$ cat config.mk
export PLATFORM = sky130hd
export DESIGN_NAME = pipeline_stall_ctrl_flat
export DESIGN_NICKNAME = d
export VERILOG_FILES = /design/src/rtl/pipeline_stall_ctrl_pkg.sv /design/src/rtl/pipeline_stall_ctrl_if.sv /design/src/rtl/pipeline_stall_ctrl_stall_counter.sv /design/src/rtl/pipeline_stall_ctrl.sv /design/src/flat_wrapper.sv
export SDC_FILE = /design/constraint.sdc
export NUM_CORES = 1
export LEC_CHECK = 0
export ABC_AREA = 1
export CORE_MARGIN = 3
export CORE_UTILIZATION = 42
export DETAILED_ROUTE_END_ITERATION = 10
export PLACE_DENSITY_LB_ADDON = 0.2
export SLEW_MARGIN = 20
export SYNTH_ARGS = -nofsm -noshare
export SYNTH_HDL_FRONTEND = slang
export SYNTH_SLANG_ARGS = --single-unit
$ cat constraint.sdc
create_clock -name clk -period 2.5 [get_ports clk]
set_input_delay 0.5 -clock clk [delete_from_list [all_inputs] [get_ports clk]]
set_output_delay 0.5 -clock clk [all_outputs]
set_load 0.01 [all_outputs]
$ cat src/rtl/pipeline_stall_ctrl_pkg.sv
// Shared types and constants for the pipeline hazard/stall controller.
package pipe_ctrl_pkg;

    typedef enum logic [1:0] {
        RUN      = 2'd0,
        MEM_WAIT = 2'd1,
        MD_BUSY  = 2'd2
    } ctrl_state_e;

    localparam int MC_RD = 0;
    localparam int MC_WR = 1;

    localparam logic [4:0] REG_NOP = 5'd0;

    // Bit order {pc, if_id, id_ex, ex_mem, mem_wb}
    typedef struct packed {
        logic pc;
        logic if_id;
        logic id_ex;
        logic ex_mem;
        logic mem_wb;
    } wr_en_t;

    // Bit order {if_id, id_ex, ex_mem}
    typedef struct packed {
        logic if_id;
        logic id_ex;
        logic ex_mem;
    } flush_t;

    localparam wr_en_t EN_ALL  = 5'b11111;
    localparam wr_en_t EN_NONE = 5'b00000;
    localparam wr_en_t EN_MD   = 5'b00011;
    localparam wr_en_t EN_LU   = 5'b00111;

    localparam flush_t FL_NONE = 3'b000;
    localparam flush_t FL_ALL  = 3'b111;
    localparam flush_t FL_BR   = 3'b110;
    localparam flush_t FL_LU   = 3'b010;
    localparam flush_t FL_MD   = 3'b001;

    // A load in EX whose destination feeds the instruction in ID; r0 never hazards.
    function automatic logic load_use_hazard(
        input logic       mem_read,
        input logic [4:0] rw,
        input logic [4:0] rs,
        input logic [4:0] rt,
        input logic       use_rt
    );
        return mem_read && (rw != REG_NOP) && ((rw == rs) || (use_rt && (rw == rt)));
    endfunction

endpackage

$ cat src/rtl/pipeline_stall_ctrl_if.sv
// Hazard inputs and stage-control outputs between the pipeline datapath and
// the stall controller; master is the controller, slave is the datapath.
interface pipeline_stall_ctrl_if;
    logic [4:0] rsId;
    logic [4:0] rtId;
    logic       useRtId;
    logic       memReadEx;
    logic [4:0] rWEx;
    logic       mdStartEx;
    logic       branchTakenEx;
    logic [4:0] memCtrlMem;
    logic       memReady;
    logic       memReq;
    logic       pcWrite;
    logic       ifIdWrite;
    logic       idExWrite;
    logic       exMemWrite;
    logic       memWbWrite;
    logic       ifIdFlush;
    logic       idExFlush;
    logic       exMemFlush;
    logic       memError;

    modport master (
        input  rsId, rtId, useRtId, memReadEx, rWEx, mdStartEx, branchTakenEx,
               memCtrlMem, memReady,
        output memReq, pcWrite, ifIdWrite, idExWrite, exMemWrite, memWbWrite,
               ifIdFlush, idExFlush, exMemFlush, memError
    );

    modport slave (
        output rsId, rtId, useRtId, memReadEx, rWEx, mdStartEx, branchTakenEx,
               memCtrlMem, memReady,
        input  memReq, pcWrite, ifIdWrite, idExWrite, exMemWrite, memWbWrite,
               ifIdFlush, idExFlush, exMemFlush, memError
    );
endinterface

$ cat src/rtl/pipeline_stall_ctrl_stall_counter.sv
// Loadable up/down counter shared by the memory-wait and mul/div stall paths.
module stall_counter #(
    parameter int CNT_W = 5
) (
    input  logic             clk,
    input  logic             reset,
    input  logic             load,
    input  logic [CNT_W-1:0] load_val,
    input  logic             inc,
    input  logic             dec,
    input  logic [CNT_W-1:0] match_val,
    output logic             zero,
    output logic             match
);
    logic [CNT_W-1:0] cnt_r;

    // Count register: load beats inc beats dec
    always_ff @(posedge clk) begin
        if (reset) begin
            cnt_r <= '0;
        end else if (load) begin
            cnt_r <= load_val;
        end else if (inc) begin
            cnt_r <= cnt_r + CNT_W'(1);
        end else if (dec) begin
            cnt_r <= cnt_r - CNT_W'(1);
        end else begin
            cnt_r <= cnt_r;
        end
    end

    assign zero  = (cnt_r == '0);
    assign match = (cnt_r == match_val);
endmodule

$ cat src/rtl/pipeline_stall_ctrl.sv
// Hazard/stall controller for the 5-stage pipeline: load-use stalls, branch
// flushes, mul/div occupancy of EX and data-memory wait with timeout.
module pipeline_stall_ctrl
    import pipe_ctrl_pkg::*;
#(
    parameter int MULDIV_CYCLES = 4,
    parameter int MEM_TIMEOUT   = 16,
    parameter int CNT_W         = 5
) (
    input  logic                  clk,
    input  logic                  reset,
    pipeline_stall_ctrl_if.master bus
);
    localparam logic [CNT_W-1:0] CNT_ONE     = CNT_W'(1);
    localparam logic [CNT_W-1:0] CNT_MD_LOAD = CNT_W'(MULDIV_CYCLES - 1);
    localparam logic [CNT_W-1:0] CNT_TIMEOUT = CNT_W'(MEM_TIMEOUT);

    ctrl_state_e      state_r;
    ctrl_state_e      state_next_s;
    logic             md_done_r;
    logic             mem_error_r;
    logic             err_set_s;
    logic             mem_acc_s;
    logic             load_use_s;
    wr_en_t           adv_en_s;
    flush_t           adv_fl_s;
    logic             adv_md_s;
    wr_en_t           en_s;
    flush_t           fl_s;
    wr_en_t           out_en_s;
    flush_t           out_fl_s;
    logic             cnt_load_s;
    logic             cnt_inc_s;
    logic             cnt_dec_s;
    logic             cnt_zero_s;
    logic             cnt_match_s;
    logic [CNT_W-1:0] cnt_load_val_s;
    logic [CNT_W-1:0] cnt_match_val_s;

    assign mem_acc_s  = bus.memCtrlMem[MC_RD] | bus.memCtrlMem[MC_WR];
    assign load_use_s = load_use_hazard(bus.memReadEx, bus.rWEx, bus.rsId,
                                        bus.rtId, bus.useRtId);
    assign cnt_match_val_s = (state_r == MD_BUSY) ? CNT_ONE : CNT_TIMEOUT;

    // Hazard response for a cycle in which EX is free to advance; the
    // instruction that just finished its mul/div stall must not restart it.
    always_comb begin
        adv_en_s = EN_ALL;
        adv_fl_s = FL_NONE;
        adv_md_s = 1'b0;
        if (bus.mdStartEx && !md_done_r) begin
            adv_md_s = 1'b1;
            adv_en_s = EN_MD;
            adv_fl_s = FL_MD;
        end else if (bus.branchTakenEx) begin
            adv_en_s = EN_ALL;
            adv_fl_s = FL_BR;
        end else if (load_use_s) begin
            adv_en_s = EN_LU;
            adv_fl_s = FL_LU;
        end else begin
            adv_en_s = EN_ALL;
            adv_fl_s = FL_NONE;
        end
    end

    // Next-state, counter control and stage enables
    always_comb begin
        state_next_s   = state_r;
        en_s           = EN_ALL;
        fl_s           = FL_NONE;
        err_set_s      = 1'b0;
        cnt_load_s     = 1'b0;
        cnt_load_val_s = CNT_ONE;
        cnt_inc_s      = 1'b0;
        cnt_dec_s      = 1'b0;
        case (state_r)
            RUN: begin
                if (mem_acc_s && !bus.memReady) begin
                    en_s           = EN_NONE;
                    state_next_s   = MEM_WAIT;
                    cnt_load_s     = 1'b1;
                    cnt_load_val_s = CNT_ONE;
                end else begin
                    en_s = adv_en_s;
                    fl_s = adv_fl_s;
                    if (adv_md_s) begin
                        state_next_s   = MD_BUSY;
                        cnt_load_s     = 1'b1;
                        cnt_load_val_s = CNT_MD_LOAD;
                    end else begin
                        state_next_s = RUN;
                    end
                end
            end
            MEM_WAIT: begin
                // Release cycle (ready or timeout) replays whatever EX holds
                if (bus.memReady || cnt_match_s) begin
                    err_set_s = !bus.memReady;
                    en_s      = adv_en_s;
                    fl_s      = adv_fl_s;
                    if (adv_md_s) begin
                        state_next_s   = MD_BUSY;
                        cnt_load_s     = 1'b1;
                        cnt_load_val_s = CNT_MD_LOAD;
                    end else begin
                        state_next_s = RUN;
                    end
                end else begin
                    en_s      = EN_NONE;
                    cnt_inc_s = 1'b1;
                end
            end
            MD_BUSY: begin
                en_s      = EN_MD;
                fl_s      = FL_MD;
                cnt_dec_s = 1'b1;
                // Zero is only reachable if the count was disturbed; leave rather than lock up
                if (cnt_match_s || cnt_zero_s) begin
                    state_next_s = RUN;
                end else begin
                    state_next_s = MD_BUSY;
                end
            end
            default: begin
                state_next_s = RUN;
                en_s         = EN_ALL;
                fl_s         = FL_ALL;
            end
        endcase
    end

    // While reset is held, every stage loads a NOP so the pipeline drains
    assign out_en_s = reset ? EN_ALL : en_s;
    assign out_fl_s = reset ? FL_ALL : fl_s;

    assign bus.memReq     = mem_acc_s && (state_r != MD_BUSY);
    assign bus.pcWrite    = out_en_s.pc;
    assign bus.ifIdWrite  = out_en_s.if_id;
    assign bus.idExWrite  = out_en_s.id_ex;
    assign bus.exMemWrite = out_en_s.ex_mem;
    assign bus.memWbWrite = out_en_s.mem_wb;
    assign bus.ifIdFlush  = out_fl_s.if_id;
    assign bus.idExFlush  = out_fl_s.id_ex;
    assign bus.exMemFlush = out_fl_s.ex_mem;
    assign bus.memError   = mem_error_r;

    // State, mul/div completion marker and sticky timeout flag
    always_ff @(posedge clk) begin
        if (reset) begin
            state_r     <= RUN;
            md_done_r   <= 1'b0;
            mem_error_r <= 1'b0;
        end else begin
            state_r     <= state_next_s;
            md_done_r   <= (state_r == MD_BUSY) && (state_next_s == RUN);
            mem_error_r <= mem_error_r | err_set_s;
        end
    end

    stall_counter #(
        .CNT_W (CNT_W)
    ) u_cnt (
        .clk       (clk),
        .reset     (reset),
        .load      (cnt_load_s),
        .load_val  (cnt_load_val_s),
        .inc       (cnt_inc_s),
        .dec       (cnt_dec_s),
        .match_val (cnt_match_val_s),
        .zero      (cnt_zero_s),
        .match     (cnt_match_s)
    );
endmodule

$ cat src/flat_wrapper.sv
// flat-port wrapper written by rule: the top's interface ports become plain ports
module pipeline_stall_ctrl_flat import pipe_ctrl_pkg::*;
#(
    parameter int MULDIV_CYCLES = 4,
    parameter int MEM_TIMEOUT   = 16,
    parameter int CNT_W         = 5
)
  (clk, reset, bus_rsId, bus_rtId, bus_useRtId, bus_memReadEx, bus_rWEx, bus_mdStartEx, bus_branchTakenEx, bus_memCtrlMem, bus_memReady, bus_memReq, bus_pcWrite, bus_ifIdWrite, bus_idExWrite, bus_exMemWrite, bus_memWbWrite, bus_ifIdFlush, bus_idExFlush, bus_exMemFlush, bus_memError);
  pipeline_stall_ctrl_if bus_i ();
  input  logic clk;
  input  logic reset;
  input wire logic [$bits(bus_i.rsId)-1:0] bus_rsId;
  input wire logic [$bits(bus_i.rtId)-1:0] bus_rtId;
  input wire logic [$bits(bus_i.useRtId)-1:0] bus_useRtId;
  input wire logic [$bits(bus_i.memReadEx)-1:0] bus_memReadEx;
  input wire logic [$bits(bus_i.rWEx)-1:0] bus_rWEx;
  input wire logic [$bits(bus_i.mdStartEx)-1:0] bus_mdStartEx;
  input wire logic [$bits(bus_i.branchTakenEx)-1:0] bus_branchTakenEx;
  input wire logic [$bits(bus_i.memCtrlMem)-1:0] bus_memCtrlMem;
  input wire logic [$bits(bus_i.memReady)-1:0] bus_memReady;
  output wire logic [$bits(bus_i.memReq)-1:0] bus_memReq;
  output wire logic [$bits(bus_i.pcWrite)-1:0] bus_pcWrite;
  output wire logic [$bits(bus_i.ifIdWrite)-1:0] bus_ifIdWrite;
  output wire logic [$bits(bus_i.idExWrite)-1:0] bus_idExWrite;
  output wire logic [$bits(bus_i.exMemWrite)-1:0] bus_exMemWrite;
  output wire logic [$bits(bus_i.memWbWrite)-1:0] bus_memWbWrite;
  output wire logic [$bits(bus_i.ifIdFlush)-1:0] bus_ifIdFlush;
  output wire logic [$bits(bus_i.idExFlush)-1:0] bus_idExFlush;
  output wire logic [$bits(bus_i.exMemFlush)-1:0] bus_exMemFlush;
  output wire logic [$bits(bus_i.memError)-1:0] bus_memError;
  assign bus_i.rsId = bus_rsId;
  assign bus_i.rtId = bus_rtId;
  assign bus_i.useRtId = bus_useRtId;
  assign bus_i.memReadEx = bus_memReadEx;
  assign bus_i.rWEx = bus_rWEx;
  assign bus_i.mdStartEx = bus_mdStartEx;
  assign bus_i.branchTakenEx = bus_branchTakenEx;
  assign bus_i.memCtrlMem = bus_memCtrlMem;
  assign bus_i.memReady = bus_memReady;
  assign bus_memReq = bus_i.memReq;
  assign bus_pcWrite = bus_i.pcWrite;
  assign bus_ifIdWrite = bus_i.ifIdWrite;
  assign bus_idExWrite = bus_i.idExWrite;
  assign bus_exMemWrite = bus_i.exMemWrite;
  assign bus_memWbWrite = bus_i.memWbWrite;
  assign bus_ifIdFlush = bus_i.ifIdFlush;
  assign bus_idExFlush = bus_i.idExFlush;
  assign bus_exMemFlush = bus_i.exMemFlush;
  assign bus_memError = bus_i.memError;
  pipeline_stall_ctrl #(.MULDIV_CYCLES(MULDIV_CYCLES), .MEM_TIMEOUT(MEM_TIMEOUT), .CNT_W(CNT_W)) u_core (.clk(clk), .reset(reset), .bus(bus_i));
endmodule
# Word-level counts from Yosys, hierarchy flattened
# Index checks and enable logic that the tools add are counted.
op_classes:
  n_eq_ne: 6
  n_addsub: 2
  mux: 37
  n_reduce_logical: 17
  bitwise: 2
op_table:
  columns: ["cell", "count"]
  rows:
  - ["$mux 5", 11]
  - ["$eq 5x5->1", 3]
  - ["$mux 3", 5]
  - ["$pmux 5 s3", 1]
  - ["$mux 2", 7]
  - ["$pmux 5 s2", 1]
  - ["$mux 1", 9]
  - ["$pmux 3 s3", 1]
  - ["$logic_and 1x1->1", 7]
  - ["$pmux 2 s3", 1]
  - ["$add 5x1->5 const B", 1]
  - ["$logic_not 5->1", 1]
  - ["$reduce_bool 5->1", 1]
  - ["$sub 5x1->5 const B", 1]
  - ["$logic_not 2->1", 2]
  - ["$logic_or 1x1->1", 3]
  - ["$reduce_bool 3->1", 1]
  - ["$eq 2x1->1 const B", 1]
  - ["$eq 2x2->1 const B", 1]
  - ["$logic_not 1->1", 2]
  - ["$ne 2x2->1 const B", 1]
  - ["$or 1x1->1", 2]
  - ["$pmux 1 s2", 1]
word_totals:
  inputBits: 27
  wordCells: 68
  regBits: 9
  output_inout_bits: 10

# Depth between registers and ports, before layout
# Gate-level depths: netlist of run 1.
logic_depth:
  ltp_word: 10
  ltp_mapped: 16

# By module
# Synthesis of run 1 repeated with hierarchy kept, for this count alone.
hier_totals:
  hier_cells: 183
  area_unflattened_um2: 1052.3
modules_own_cells:
  columns: ["mod", "cells_each", "area_each_um2", "instances"]
  rows:
  - ["pipeline_stall_ctrl", 108, 545.5, 1]
  - ["stall_counter", 75, 506.7, 1]

# Worst setup path before layout of run 1
# OpenSTA, ideal clock, no wires.
synth_path:
  path_kind: "input to output"
  start: "input port bus_mdStartEx"
  end: "output port bus_pcWrite"
  arrival_ps: 1426
  path_stages: 7
  path_buffers: 1
  path_slack_ps: 574
  path_cell_list: "inv_1 > or2_2 > nand3_2 > nand3_1 > nand2_1 > inv_1 > buf_4"
synth_via:
  elab_chain_len: 5
  elab_cells_between_ends: 6
  cone_classes: "mux (5); reduce/logical (1)"
synth_rtl:
  columns: ["element", "line", "source"]
  rows:
  - ["start, declared", "flat_wrapper.sv:17", "input wire logic [$bits(bus_i.mdStartEx)-1:0] bus_mdStartEx;"]
  - ["$logic_and 1x1->1 (*)", "pipeline_stall_ctrl.sv:51", "if (bus.mdStartEx && !md_done_r) begin"]
  - ["$mux 5 (*)", "pipeline_stall_ctrl.sv:51", null]
  - ["$mux 5, on equally long branches", "pipeline_stall_ctrl.sv:98, pipeline_stall_ctrl.sv:79", null]
  - ["$pmux 5 s3 (*)", "pipeline_stall_ctrl.sv:77", "case (state_r)"]
  - ["$mux 5 (*)", "pipeline_stall_ctrl.sv:134", "assign out_en_s = reset ? EN_ALL : en_s;"]
  - ["end, declared", "flat_wrapper.sv:22", "output wire logic [$bits(bus_i.pcWrite)-1:0] bus_pcWrite;"]
# Every way passes the cells marked *; elsewhere a longest branch is shown, timed or not.

# Final worst setup path of run 1
layout_path:
  start: "input port bus_rWEx[4]"
  end: "output port bus_ifIdWrite"
layout_via:
  elab_chain_len: 10
  elab_cells_between_ends: 14
  cone_classes: "eq/ne (2); mux (7); reduce/logical (5)"
layout_rtl:
  columns: ["element", "line", "source"]
  rows:
  - ["start, declared", "flat_wrapper.sv:16", "input wire logic [$bits(bus_i.rWEx)-1:0] bus_rWEx;"]
  - ["$eq 5x5->1", "pipeline_stall_ctrl_pkg.sv:50", "return mem_read && (rw != REG_NOP) && ((rw == rs) || (use_rt && (rw == rt)));"]
  - ["$logic_and 1x1->1", "pipeline_stall_ctrl_pkg.sv:50", null]
  - ["$logic_or 1x1->1", "pipeline_stall_ctrl_pkg.sv:50", null]
  - ["$logic_and 1x1->1 (*)", "pipeline_stall_ctrl_pkg.sv:50", null]
  - ["$mux 5 (*)", "pipeline_stall_ctrl.sv:58", "end else if (load_use_s) begin"]
  - ["$mux 5 (*)", "pipeline_stall_ctrl.sv:55", "end else if (bus.branchTakenEx) begin"]
  - ["$mux 5 (*)", "pipeline_stall_ctrl.sv:51", null]
  - ["$mux 5, on equally long branches", "pipeline_stall_ctrl.sv:98, pipeline_stall_ctrl.sv:79", null]
  - ["$pmux 5 s3 (*)", "pipeline_stall_ctrl.sv:77", null]
  - ["$mux 5 (*)", "pipeline_stall_ctrl.sv:134", null]
  - ["end, declared", "flat_wrapper.sv:23", "output wire logic [$bits(bus_i.ifIdWrite)-1:0] bus_ifIdWrite;"]
# Marks and branches as above.

==> out/qor.csv, run 1 <==
metric,value,unit
crit_top_cell,nand3_1,
synth_flop_cell,dfxtp_1,
fin_skew,0.00281,ns
start_util,0.449,
clock-sinks,9,
cts_setup_buffers,0,
cp-start-kind,primary input,
power.leakage,0.681,nW
hold_path_depth,1,
grt_pass1_wl,3520,µm
final_util,0.676,
numPortBuffers,33,
crit_family,buffers and inverters,
synth_top_area_cell,dfxtp_1,
hp-start,u_core.bus.memError,
finalNonFillerCells,213,
status,"complete, no violations",
maxSlewHeadroom,0.793,
total_power,0.588,mW
worstMarginPinSlew,0.309,ns
filler_cell_count,191,
overflow,0,
grt_max_degree,7,
fin_nets,218,
arrival,1.87,ns
viasPerCell,4.69,
max_freq,422,MHz
fin_area,1350,µm²
cellPowerDensity,434,nW/µm²
slowest_stage,clkdlybuf4s50_1,
r2r-start,u_core.state_r[1],
syn_nets,172,
wl_met2,1010,µm
routed-wl-met3,153,µm
ff2ff_path_depth,13,
crit_type,in2out,
yosys-top-cells-area,"dfxtp_1 20%, nand2_1 16%, inv_1 7.1%, nand3_1 6.1%, nand3_4 5.8%",
cap_viol_max_count,0,
die_w,52.3,µm
drt_first_pass_iters,4,
ctsHoldBuffers,0,
avgSynthCellArea,6.37,µm²
syn2layout_area_growth,50.7,%
path_buf_inv,3,
fp.dieH,52.3,µm
routedWlPerCell,10.3,µm
slew_viol_final,0,
yosys_warnings,0,
clock_path_buffers,2,
placedCellCount,209,
die_area,2730,µm²
met1_length,1010,µm
drc,0,
period_share,0.947,
synth_top_area_share,0.201,
ir_drop,0.000396,V
hp-class,reg2reg,
drive_above_1_share,0.194,
dpl.hpwl,1800,µm
cts_root_buf,clkbuf_4,
globalplace.congestion,0.887,
ys_seq_area_frac,0.201,
yosys-top-cells-count,"39 x nand2_1, 17 x inv_1, 13 x nor2_1",
ioPinCount,37,
vias,998,
cts_buffers,3,
crit_chain,clkdlybuf4s50_1 > xor2_1 > nor2_1 > nand3_1 > nand2_2 > nand3_1 > nand2_1 > inv_1 > clkdlybuf4s15_1,
cpPeakStageDelay,0.47,ns
hold_viol_final,0,
antenna_found_initial,0,
crit_path_max_fanout,3,
async_flop_share,0,
rows,16,
grt_pass1_vias,905,
highest-signal-layer,met4,
cts_tree,yes,
clkLatencyLatePin,0.26,ns
place_area,1320,µm²
fp.coreArea,2000,µm²
critPathCaptureType,primary output,
syn_area,898,µm²
gr-usage-all-layers,0.170,
clkTransAtPathRegs,0.06,ns
postRouteAntennaNets,0,
antenna_cells,0,
min_to,u_core.bus.memError,
hold_ws,0.481,ns
synth-edff-count,0,
reg2reg_to,u_core.u_cnt.cnt_r[3],
setup_viol,0,
ys_types,27,
worst-endpoint-required,2.00,ns
drt_iter0_drc,5,
h-tree-depth,1,
ff2ff_setup_slack,0.45,ns
synth_seq_cells,9,
syn-instance-count,141,
rsz0062_at_grt,false,
fin_crit,2.37,ns
synth_most_common_cell,nand2_1,
postRouteWirelength,2200,µm
worst max-delay path by stage:
stage | start | end | cells after the start
after floorplan | bus_mdStartEx | bus_pcWrite | 7
after global placement | bus_rWEx[1] | bus_idExFlush | 10
after detailed placement | bus_rWEx[1] | bus_idExFlush | 10
after CTS | bus_rWEx[1] | bus_idExFlush | 10
after global routing | bus_rWEx[4] | bus_pcWrite | 9
final | bus_rWEx[4] | bus_ifIdWrite | 9
registers in the layout, summed over array words and instances (netlist names):
signal               flops
u_core.u_cnt.cnt_r       5
u_core.state_r           2
u_core.bus.memError      1
u_core.md_done_r         1
layout make-up:
| cell class | count | area [µm²] | share of cell area |
|---|---|---|---|
| timing repair buffer | 43 | 402 | 0.297 |
| inverter | 23 | 86.3 | 0.0638 |
| sequential | 9 | 180 | 0.133 |
| clock buffer | 4 | 26.3 | 0.0194 |
| tap | 27 | 33.8 | 0.0250 |
| multi-input combinational | 107 | 626 | 0.462 |
kinds of logic (layout without fill, tap and decap cells):
kind of cell / Yosys count / after routing / synth area share
simple gates: 77 / 77 / 0.436
buf+inv: 25 / 70 / 0.113
compound gates: 18 / 18 / 0.109
flops: 9 / 9 / 0.201
xor+xnor: 8 / 8 / 0.0780
fa+ha+maj: 4 / 4 / 0.0641
power breakdown:
part | switching, mW | internal [mW]
Clock | 0.0455 | 0.0612
Sequential | 0.0158 | 0.159
Combinational | 0.160 | 0.146
Total | 0.222 | 0.366
routing by layer:
layer | vias up | global-route usage
li1 | 534 | -
met1 | 428 | 0.209
met2 | 32 | 0.289
met3 | 4 | 0.0285
met4 | 0 | 0.0766
met5 | - | 0
worst register-to-register path: stages, from the launching register on:
cell and delay, ns:
dfxtp_1 0.42, inv_2 0.07, nor2_2 0.13, nand2_2 0.08
nand3_4 0.11, nand2_4 0.07, buf_4 0.14, buf_4 0.14
ha_1 0.27, nand3_1 0.06, nand2_1 0.09, xor2_1 0.18
nand2_1 0.07, a21oi_1 0.14
cell usage in the layout, fill, tap and decap left out, types with 5 or more instances in the layout:
master	Yosys	routed
dfxtp_1	9	9
inv_2	6	7
nor2_1	13	12
a21oi_1	9	9
buf_4	2	10
xor2_1	6	6
clkdlybuf4s50_1	0	22
nand2_1	39	38
dlygate4sd2_1	0	5
nand3_1	11	11
inv_1	17	16
timing repair:
action                     in CTS  in global routing
gates resized for setup        10                  9
pin swaps                       0                  5
setup endpoints to repair       8                  3
per-stage QoR:
stage / setup TNS (ns) / setup slack (ns)
after floorplan: 0 / 0.574
after global placement: -0.707 / -0.199
after detailed placement: -0.929 / -0.236
after CTS: 0 / 0.0293
after global routing: 0 / 0.0228
final: 0 / 0.133
No activity file was read; power rests on OpenSTA's default activity.
==> run 2: changes to the inputs <==
--- a/config.mk
+++ b/config.mk
@@ -9,6 +9,7 @@
 export CORE_MARGIN = 3
 export CORE_UTILIZATION = 42
 export DETAILED_ROUTE_END_ITERATION = 10
+export HOLD_SLACK_MARGIN = 0.03
 export PLACE_DENSITY_LB_ADDON = 0.2
 export SLEW_MARGIN = 20
 export SYNTH_ARGS = -nofsm -noshare
==> results of run 2 <==
The final DEF is identical to that of run 1; final timing and power are the same.
